$ cat src/rtl/triwave_sequencer_pkg.sv
// Shared types for the triangle-wave note sequencer: FSM state encoding,
// note-table entry layout and the rest (silent) scale value.
package triwave_sequencer_pkg;

  localparam int unsigned SCALE_W   = 6;
  // Upper bound on the duration field; entries store DUR_W bits zero-extended.
  localparam int unsigned DUR_W_MAX = 32;

  localparam logic [SCALE_W-1:0] REST_SCALE = '0;

  typedef enum logic [2:0] {
    S_IDLE,
    S_LOAD,
    S_PLAY,
    S_GAP,
    S_DONE
  } state_t;

  typedef struct packed {
    logic [SCALE_W-1:0]   scale;
    logic [DUR_W_MAX-1:0] dur;
  } note_t;

  // Build a table entry from host write fields.
  function automatic note_t make_note(input logic [SCALE_W-1:0]   scale,
                                      input logic [DUR_W_MAX-1:0] dur);
    note_t n;
    n.scale = scale;
    n.dur   = dur;
    return n;
  endfunction

endpackage

$ cat src/rtl/triwave_sequencer_tick_prescaler.sv
// tick_prescaler: counts 0..TICK_DIV-1 while enabled and flags the terminal
// count, giving one duration tick every TICK_DIV enabled cycles.
// Ports:
//   i_clk     - clock
//   i_rst     - synchronous active-high reset
//   i_clr     - synchronous clear of the count
//   i_en      - count enable
//   o_tick_c  - combinational tick, high on the enabled terminal-count cycle
module tick_prescaler #(
  parameter int unsigned TICK_DIV = 50000
) (
  input  logic i_clk,
  input  logic i_rst,
  input  logic i_clr,
  input  logic i_en,
  output logic o_tick_c
);

  localparam int unsigned PS_W = $clog2(TICK_DIV);

  logic [PS_W-1:0] r_count;
  logic            w_tc;

  assign w_tc     = (r_count == PS_W'(TICK_DIV - 1));
  assign o_tick_c = i_en && w_tc;

  // Wrapping divide-by-TICK_DIV counter.
  always_ff @(posedge i_clk) begin
    if (i_rst || i_clr) begin
      r_count <= '0;
    end else if (i_en) begin
      r_count <= w_tc ? '0 : r_count + PS_W'(1);
    end
  end

endmodule

$ cat src/rtl/triwave_sequencer.sv
// triwave_sequencer: plays a programmable table of (scale, duration) notes
// into the triangle-wave generator, with a silent gap between notes.
// Ports:
//   sysclk, Reset            - clock, synchronous active-high reset
//   wr_en/wr_addr/wr_scale/wr_dur - note table write port (any state)
//   length, loop_en          - entries to play, repeat-from-0 enable
//   start, stop              - single-cycle play / abort requests
//   Scale, Enable_SW_2       - generator configuration and enable
//   busy, done, cur_index    - status: active, end pulse, loaded entry
// DUR_W must not exceed the package DUR_W_MAX.
module triwave_sequencer
  import triwave_sequencer_pkg::*;
#(
  parameter int unsigned DEPTH    = 8,
  parameter int unsigned DUR_W    = 12,
  parameter int unsigned TICK_DIV = 50000,
  parameter int unsigned GAP_CYC  = 1000
) (
  input  logic                     sysclk,
  input  logic                     Reset,
  input  logic                     wr_en,
  input  logic [$clog2(DEPTH)-1:0] wr_addr,
  input  logic [5:0]               wr_scale,
  input  logic [DUR_W-1:0]         wr_dur,
  input  logic [$clog2(DEPTH):0]   length,
  input  logic                     loop_en,
  input  logic                     start,
  input  logic                     stop,
  output logic [5:0]               Scale,
  output logic                     Enable_SW_2,
  output logic                     busy,
  output logic                     done,
  output logic [$clog2(DEPTH)-1:0] cur_index
);

  localparam int unsigned IDX_W = $clog2(DEPTH);
  localparam int unsigned LEN_W = IDX_W + 1;
  localparam int unsigned GAP_W = (GAP_CYC > 1) ? $clog2(GAP_CYC) : 1;

  note_t              r_table [DEPTH];
  state_t             r_state;
  logic [SCALE_W-1:0] r_scale;
  logic               r_enable;
  logic               r_busy;
  logic               r_done;
  logic               r_abort;
  logic [IDX_W-1:0]   r_index;
  logic [LEN_W-1:0]   r_length;
  logic [DUR_W-1:0]   r_remain;
  logic [GAP_W-1:0]   r_gap_cnt;

  note_t              w_entry;
  logic [DUR_W-1:0]   w_entry_dur;
  logic               w_tick;
  logic               w_gap_last;
  logic               w_more;

  // Note table; not reset so a program survives a sequencer reset.
  always_ff @(posedge sysclk) begin
    if (wr_en) begin
      r_table[wr_addr] <= make_note(wr_scale, DUR_W_MAX'(wr_dur));
    end
  end

  assign w_entry     = r_table[r_index];
  assign w_entry_dur = DUR_W'(w_entry.dur);
  assign w_gap_last  = (r_gap_cnt == GAP_W'(GAP_CYC - 1));
  assign w_more      = (LEN_W'(r_index) + LEN_W'(1)) < r_length;

  // Prescaler runs only in PLAY and restarts from 0 for every note.
  tick_prescaler #(
    .TICK_DIV (TICK_DIV)
  ) u_prescaler (
    .i_clk    (sysclk),
    .i_rst    (Reset),
    .i_clr    (r_state != S_PLAY),
    .i_en     (r_state == S_PLAY),
    .o_tick_c (w_tick)
  );

  // Sequencer FSM with registered outputs. An abort (stop or zero length)
  // spends one silent DONE cycle before the done pulse; r_abort marks it.
  always_ff @(posedge sysclk) begin
    if (Reset) begin
      r_state   <= S_IDLE;
      r_scale   <= '0;
      r_enable  <= 1'b0;
      r_busy    <= 1'b0;
      r_done    <= 1'b0;
      r_abort   <= 1'b0;
      r_index   <= '0;
      r_length  <= '0;
      r_remain  <= '0;
      r_gap_cnt <= '0;
    end else begin
      r_done <= 1'b0;
      if (stop && (r_state == S_LOAD || r_state == S_PLAY || r_state == S_GAP)) begin
        r_state  <= S_DONE;
        r_enable <= 1'b0;
        r_busy   <= 1'b0;
        r_abort  <= 1'b1;
      end else begin
        case (r_state)
          S_IDLE: begin
            if (start && !stop) begin
              if (length == '0) begin
                r_state <= S_DONE;
                r_abort <= 1'b1;
              end else begin
                r_state  <= S_LOAD;
                r_length <= length;
                r_index  <= '0;
                r_busy   <= 1'b1;
              end
            end
          end
          S_LOAD: begin
            r_scale   <= w_entry.scale;
            r_remain  <= w_entry_dur;
            r_gap_cnt <= '0;
            if (w_entry_dur == '0) begin
              r_enable <= 1'b0;
              r_state  <= S_GAP;
            end else begin
              r_enable <= (w_entry.scale != REST_SCALE);
              r_state  <= S_PLAY;
            end
          end
          S_PLAY: begin
            if (w_tick) begin
              r_remain <= r_remain - DUR_W'(1);
              if (r_remain == DUR_W'(1)) begin
                r_enable  <= 1'b0;
                r_gap_cnt <= '0;
                r_state   <= S_GAP;
              end
            end
          end
          S_GAP: begin
            if (w_gap_last) begin
              r_gap_cnt <= '0;
              if (w_more) begin
                r_index <= r_index + IDX_W'(1);
                r_state <= S_LOAD;
              end else if (loop_en) begin
                r_index <= '0;
                r_state <= S_LOAD;
              end else begin
                r_busy  <= 1'b0;
                r_done  <= 1'b1;
                r_state <= S_DONE;
              end
            end else begin
              r_gap_cnt <= r_gap_cnt + GAP_W'(1);
            end
          end
          S_DONE: begin
            if (r_abort) begin
              r_abort <= 1'b0;
              r_done  <= 1'b1;
            end else begin
              r_state <= S_IDLE;
            end
          end
          default: r_state <= S_IDLE;
        endcase
      end
    end
  end

  assign Scale       = r_scale;
  assign Enable_SW_2 = r_enable;
  assign busy        = r_busy;
  assign done        = r_done;
  assign cur_index   = r_index;

endmodule

$ cat config.mk
export PLATFORM = sky130hd
export DESIGN_NAME = triwave_sequencer
export DESIGN_NICKNAME = d
export VERILOG_FILES = /design/src/rtl/triwave_sequencer_pkg.sv /design/src/rtl/triwave_sequencer_tick_prescaler.sv /design/src/rtl/triwave_sequencer.sv
export SDC_FILE = /design/constraint.sdc
export NUM_CORES = 1
export LEC_CHECK = 0
export BUFFER_PORTS_ARGS = -buffer_cell sky130_fd_sc_hd__buf_2
export CAP_MARGIN = 20
export CORE_MARGIN = 5
export CORE_UTILIZATION = 25
export CTS_BUF_LIST = sky130_fd_sc_hd__clkbuf_4
export DETAILED_ROUTE_END_ITERATION = 10
export PLACE_DENSITY = 0.38
export SYNTH_ARGS = -nofsm -noshare
export SYNTH_HDL_FRONTEND = slang
export SYNTH_SLANG_ARGS = --single-unit
$ cat constraint.sdc
create_clock -name sysclk -period 3.1 [get_ports sysclk]
set_input_delay 0.62 -clock sysclk [delete_from_list [all_inputs] [get_ports sysclk]]
set_output_delay 0.62 -clock sysclk [all_outputs]
set_load 0.005 [all_outputs]
## Word-level counts from Yosys, hierarchy flattened

Memories as Yosys holds them, arrays and structs flattened. A register that Yosys moved wholly into a read port is not among the register bits.
Index checks and enable logic that the tools add are counted.

- Register bits: 58
- Bits in latches: 0
- Bits in writable memories: 144
- ROM bits: 0
- Input port bits: 31
- Output and inout port bits: 12
- Memories: 1

Memory list:

| memory | words | width | read ports | clocked after Yosys merged registers in | write ports | RTL line | text |
|---|---|---|---|---|---|---|---|
| r_table | 8 | 18 | 1 | 1 | 1 | triwave_sequencer.sv:40 | `note_t r_table [DEPTH];` |

- Add/sub/neg operators: 5
- Multipliers: 0
- Divide/modulo/power cells: 0
- $lt $le $gt $ge: 1
- Eq/ne operators: 23
- Shift-type cells: 0
- Mux-type cells: 47
- Bitwise gates (word level): 2
- Reductions and logical operators: 26

Operators by type and width:

| cell | count |
|---|---|
| $mux 3 | 16 |
| $mux 10 | 3 |
| $pmux 10 s3 | 1 |
| $pmux 12 s2 | 1 |
| $mux 1 | 18 |
| $ne 3x3->1 const B | 6 |
| $add 16x1->16 const B | 1 |
| $eq 16x16->1 const B | 1 |
| $mux 16 | 1 |
| $ne 2x2->1 const B | 8 |
| $pmux 3 s5 | 1 |
| $eq 12x1->1 const B | 1 |
| $logic_not 12->1 | 1 |
| $mux 12 | 1 |
| $reduce_and 6->1 | 2 |
| $sub 12x1->12 const B | 1 |
| $add 10x1->10 const B | 1 |
| $eq 10x10->1 const B | 1 |
| $reduce_and 5->1 | 2 |
| $reduce_and 3->1 | 3 |
| $pmux 1 s2 | 4 |
| $reduce_and 4->1 | 2 |
| $eq 3x2->1 const B | 2 |
| $ne 3x2->1 const B | 2 |
| other kinds (17) | 24 |

## Logic depth before layout (Yosys ltp)

- Depth after elaboration: 8
- Mapped depth: 9
- Mapped depth without buffers: 8

## Modules after synthesis

Synthesis repeated with hierarchy kept, for this count alone.

- Cells, all modules: 615
- Area total of the unflattened synthesis: 8673.3 µm²

By module, submodules not included:

| module | times used | cells an instance | area each (µm²) | sequential area each (µm²) |
|---|---|---|---|---|
| triwave_sequencer | 1 | 532 | 7933.9 | 5225.0 |
| tick_prescaler | 1 | 83 | 739.5 | 320.3 |

## Worst setup path before layout

Ideal clock, no wire load.

- Path type: input to register
- Start point: input wr_addr[2]
- End point: memory r_table[0][0] (netlist name) (enable)
- Data arrival time: 2067 ps
- Required time: 2684 ps
- Path slack: 617 ps
- Stages on the path: 2
- Path buffers: 0
- Path through: nand2b_1 -> nor3_1

RTL lines:

| item | RTL line | text |
|---|---|---|
| start, declared | triwave_sequencer.sv:22 | `input logic [$clog2(DEPTH)-1:0] wr_addr,` |
| end, declared | triwave_sequencer.sv:40 |  |

Straight into the memory's write port.

==> summary.txt <==
==========================================================================================
Run status .................................................................. finished clean
Highest clock rate ..........................................................      372 MHz
Maximum number of pins on one net before global-route repair ................           37
RSZ-0062 raised after global routing ........................................        false
RD Place Congestion .........................................................        0.785
Filler instances ............................................................        3,538
Mean instance size in the synthesized netlist ...............................    14.0 um^2
Top cell type's share of synthesized area ...................................        0.500
Type of the setup path with the least slack .................................   reg -> reg
Buffer cell driving the clock tree root .....................................     clkbuf_4
Leakage power summed over all cells .........................................   0.00333 uW
Critical path peak fanout ...................................................           12
Storage element area ........................................................    5550 um^2
TNS Setup ...................................................................         0 ps
Effective utilization at floorplan ..........................................        0.252
Worst setup slack after placement ...........................................       323 ps
Portion of the clock cycle consumed by the worst path in the final layout ...        0.867
Number of nets produced by synthesis ........................................          656
Number of DRC markers in iteration 0 ........................................          336
Top-Level Pins ..............................................................           43
Endpoint arrival time on the critical path ..................................      3220 ps
Number of buffers between clock root and the deepest sink ...................            3
Worst IR drop on VDD ........................................................     0.227 mV
Antenna violations before repair ............................................            3
Antenna Violating Nets Remaining ............................................            0
Hold Buf Count CTS ..........................................................            0
Post_cts resized ............................................................            0
Height of the die ...........................................................       196 um
Number of port buffers ......................................................           42
Warnings, synthesis .........................................................            0
Cell count after synthesis ..................................................          617
Hold_sp .....................................................................    wr_dur[5]
Instance count after placement with tap cells included ......................        1,111
Via count of the first global-routing pass ..................................        6,033
Top post-synthesis cells by area ............................................ edfxtp_1 50%, dfxtp_1 14%, mux4_2 9.4%
Total length of routed wires ................................................    21,000 um
Slew @ Worst Pin ............................................................       879 ps
Fraction of final layout cells sized beyond drive strength 1 ................        0.280
Clock tree skew after final layout ..........................................      52.2 ps
Via-per-instance ratio ......................................................         4.66
Die outline area ............................................................  38,400 um^2
Core outline area ...........................................................  34,400 um^2
Nets@finish .................................................................          755
Overflow left after global routing ..........................................            0
Number of flops mapped to enable cells by yosys .............................          144
CTS tree ....................................................................         done
Number of distinct library cells after synthesis ............................           56
Clock latency on the worst-skew pair ........................................       710 ps
Die width ...................................................................       196 um
CP required .................................................................      3630 ps
Max-slew headroom at the worst pin ..........................................        0.414
Worst-case setup margin in the final layout .................................       414 ps
Post-DR wirelength/cell .....................................................      17.2 um
Top flip-flop cell by instance count after synthesis ........................     edfxtp_1
Placement Rows ..............................................................           68
Cell Area, Synth ............................................................    8650 um^2
Clock edge transition at the registers on the reported setup and hold paths .        70 ps
Total number of vias ........................................................        5,678
Final hold slack ............................................................       183 ps
Worst setup EP type .........................................................     register
DR DRC count ................................................................            0
Global-route wire length before repair ......................................    33,300 um
Max cap viols ...............................................................            0
Crit path time final ........................................................      2690 ps
Kind of launch point of the worst setup path ................................     register
Area leader, netlist ........................................................     edfxtp_1
Sequential area share after synthesis .......................................        0.641
Growth of design area from synthesis to finish ..............................        19.0%
Gr usage total ..............................................................        0.109
Number of clock sinks .......................................................          205
Clock buffer count from CTS .................................................           58
Final number of max-transition violations ...................................            0
Multi-input gate area .......................................................    2920 um^2
First-pass iteration count of the detailed router ...........................            5
Number of standard cells in the final layout excluding fillers ..............        1,219
Async SR Flop Fraction ......................................................            0
Number of failing setup endpoints in the final timing report ................            0
Synth Register Bits .........................................................          205
Post-detailed-placement half-perimeter wirelength ...........................    13,400 um
Class of the tightest hold or removal check .................................    in -> reg
Final core area utilization .................................................        0.299
Post CTS Setup Buffer Count .................................................            0
Total power density per cell area ...........................................  637 nW/um^2
Number of failing hold endpoints at the final stage .........................            0
CTS HTree Levels ............................................................            2
==========================================================================================
==> layout by cell type (no fill, tap or decap), drive strengths merged, types with 22 or more instances in the layout <==
cell    synthesis  routed
a21oi          35      35
buf            12      71
clkbuf         20      86
dfxtp          61      61
edfxtp        144     144
mux2i          22      22
mux4           36      36
nor2           51      51
o21ai          22      22
o31ai          22      22
==> synthesized netlist by cell type (all sizes together) (3+ instances only) <==
master,instances
o211ai,6
nand2,18
o31ai,22
nand2b,3
and2,4
a211oi,6
and4,5
o21ai,22
inv,17
and3,6
o22ai,3
a31oi,5
xor2,4
o21a,5
nor3b,3
nand3,15
a21oi,35
clkbuf,20
or3,8
buf,12
xnor2,8
nor4bb,3
nor3,16
nand4,14
edfxtp,144
or4,6
mux2i,22
nor2,51
ha,8
dfxtp,61
nor4,9
mux4,36
==> layout make-up <==
cell class	count	share of cell area
antenna	3	0.000730
clock buffer	86	0.0628
clock inverter	19	0.00827
inverter	17	0.00620
multi-input combinational	363	0.284
sequential	205	0.539
tap	455	0.0553
timing repair buffer	71	0.0440
==> cell families after synthesis <==
logic type	after synthesis	share of synthesized area
xor+xnor	12	0.0122
compound gates	115	0.0844
mux	58	0.119
buf+inv	49	0.0246
fa+ha+maj	8	0.0116
simple gates	170	0.107
flops	205	0.641
==> path summary, 6_finish.rpt <==
check                                 to  slack [ps]  cells after the start
setup / recovery             Enable_SW_2         410                      5
hold / removal             r_table[6][5]         180                      1
setup reg to reg             Enable_SW_2         410                      5
hold reg to reg   u_prescaler.r_count[0]         470                      1
==> routing by layer <==
metal,part of all wire,global-route usage,wire [um]
met3,0.067,0.0338,1400
met4,0.026,0.0393,549
met2,0.45,0.171,9520
met1,0.45,0.144,9480
met5,0.0011,0,24
==> power breakdown <==
part           switching, uW  total (uW)  internal [uW]
sequential               123        3200           3070
clock                   1140        2420           1270
combinational            619         941            322
==> metrics by stage <==
step           power [uW]  instance area [um^2]
6_report             6550                 10300
3_3_place_gp         4170                  9550
4_1_cts              6690                 10300
2_1_floorplan        3850                  8650
3_5_place_dp         4190                  9550
5_1_grt              6960                 10300
==> state kept, by name (all words and copies together), names as in the netlist, 3 cells and up, named ones only <==
signal / cells
r_table: 144
r_gap_cnt: 10
r_length: 4
r_remain: 12
cur_index: 3
u_prescaler.r_count: 16
r_state: 3
Scale: 6
==> worst max-delay path, stage by stage, from the launching register on <==
cell and delay, ps:
dfxtp_1 860, mux4_2 610, mux2i_1 300, nand4_1 170, nor3_1 460, o21ai_1 130
(Power assumes the default switching activity.)
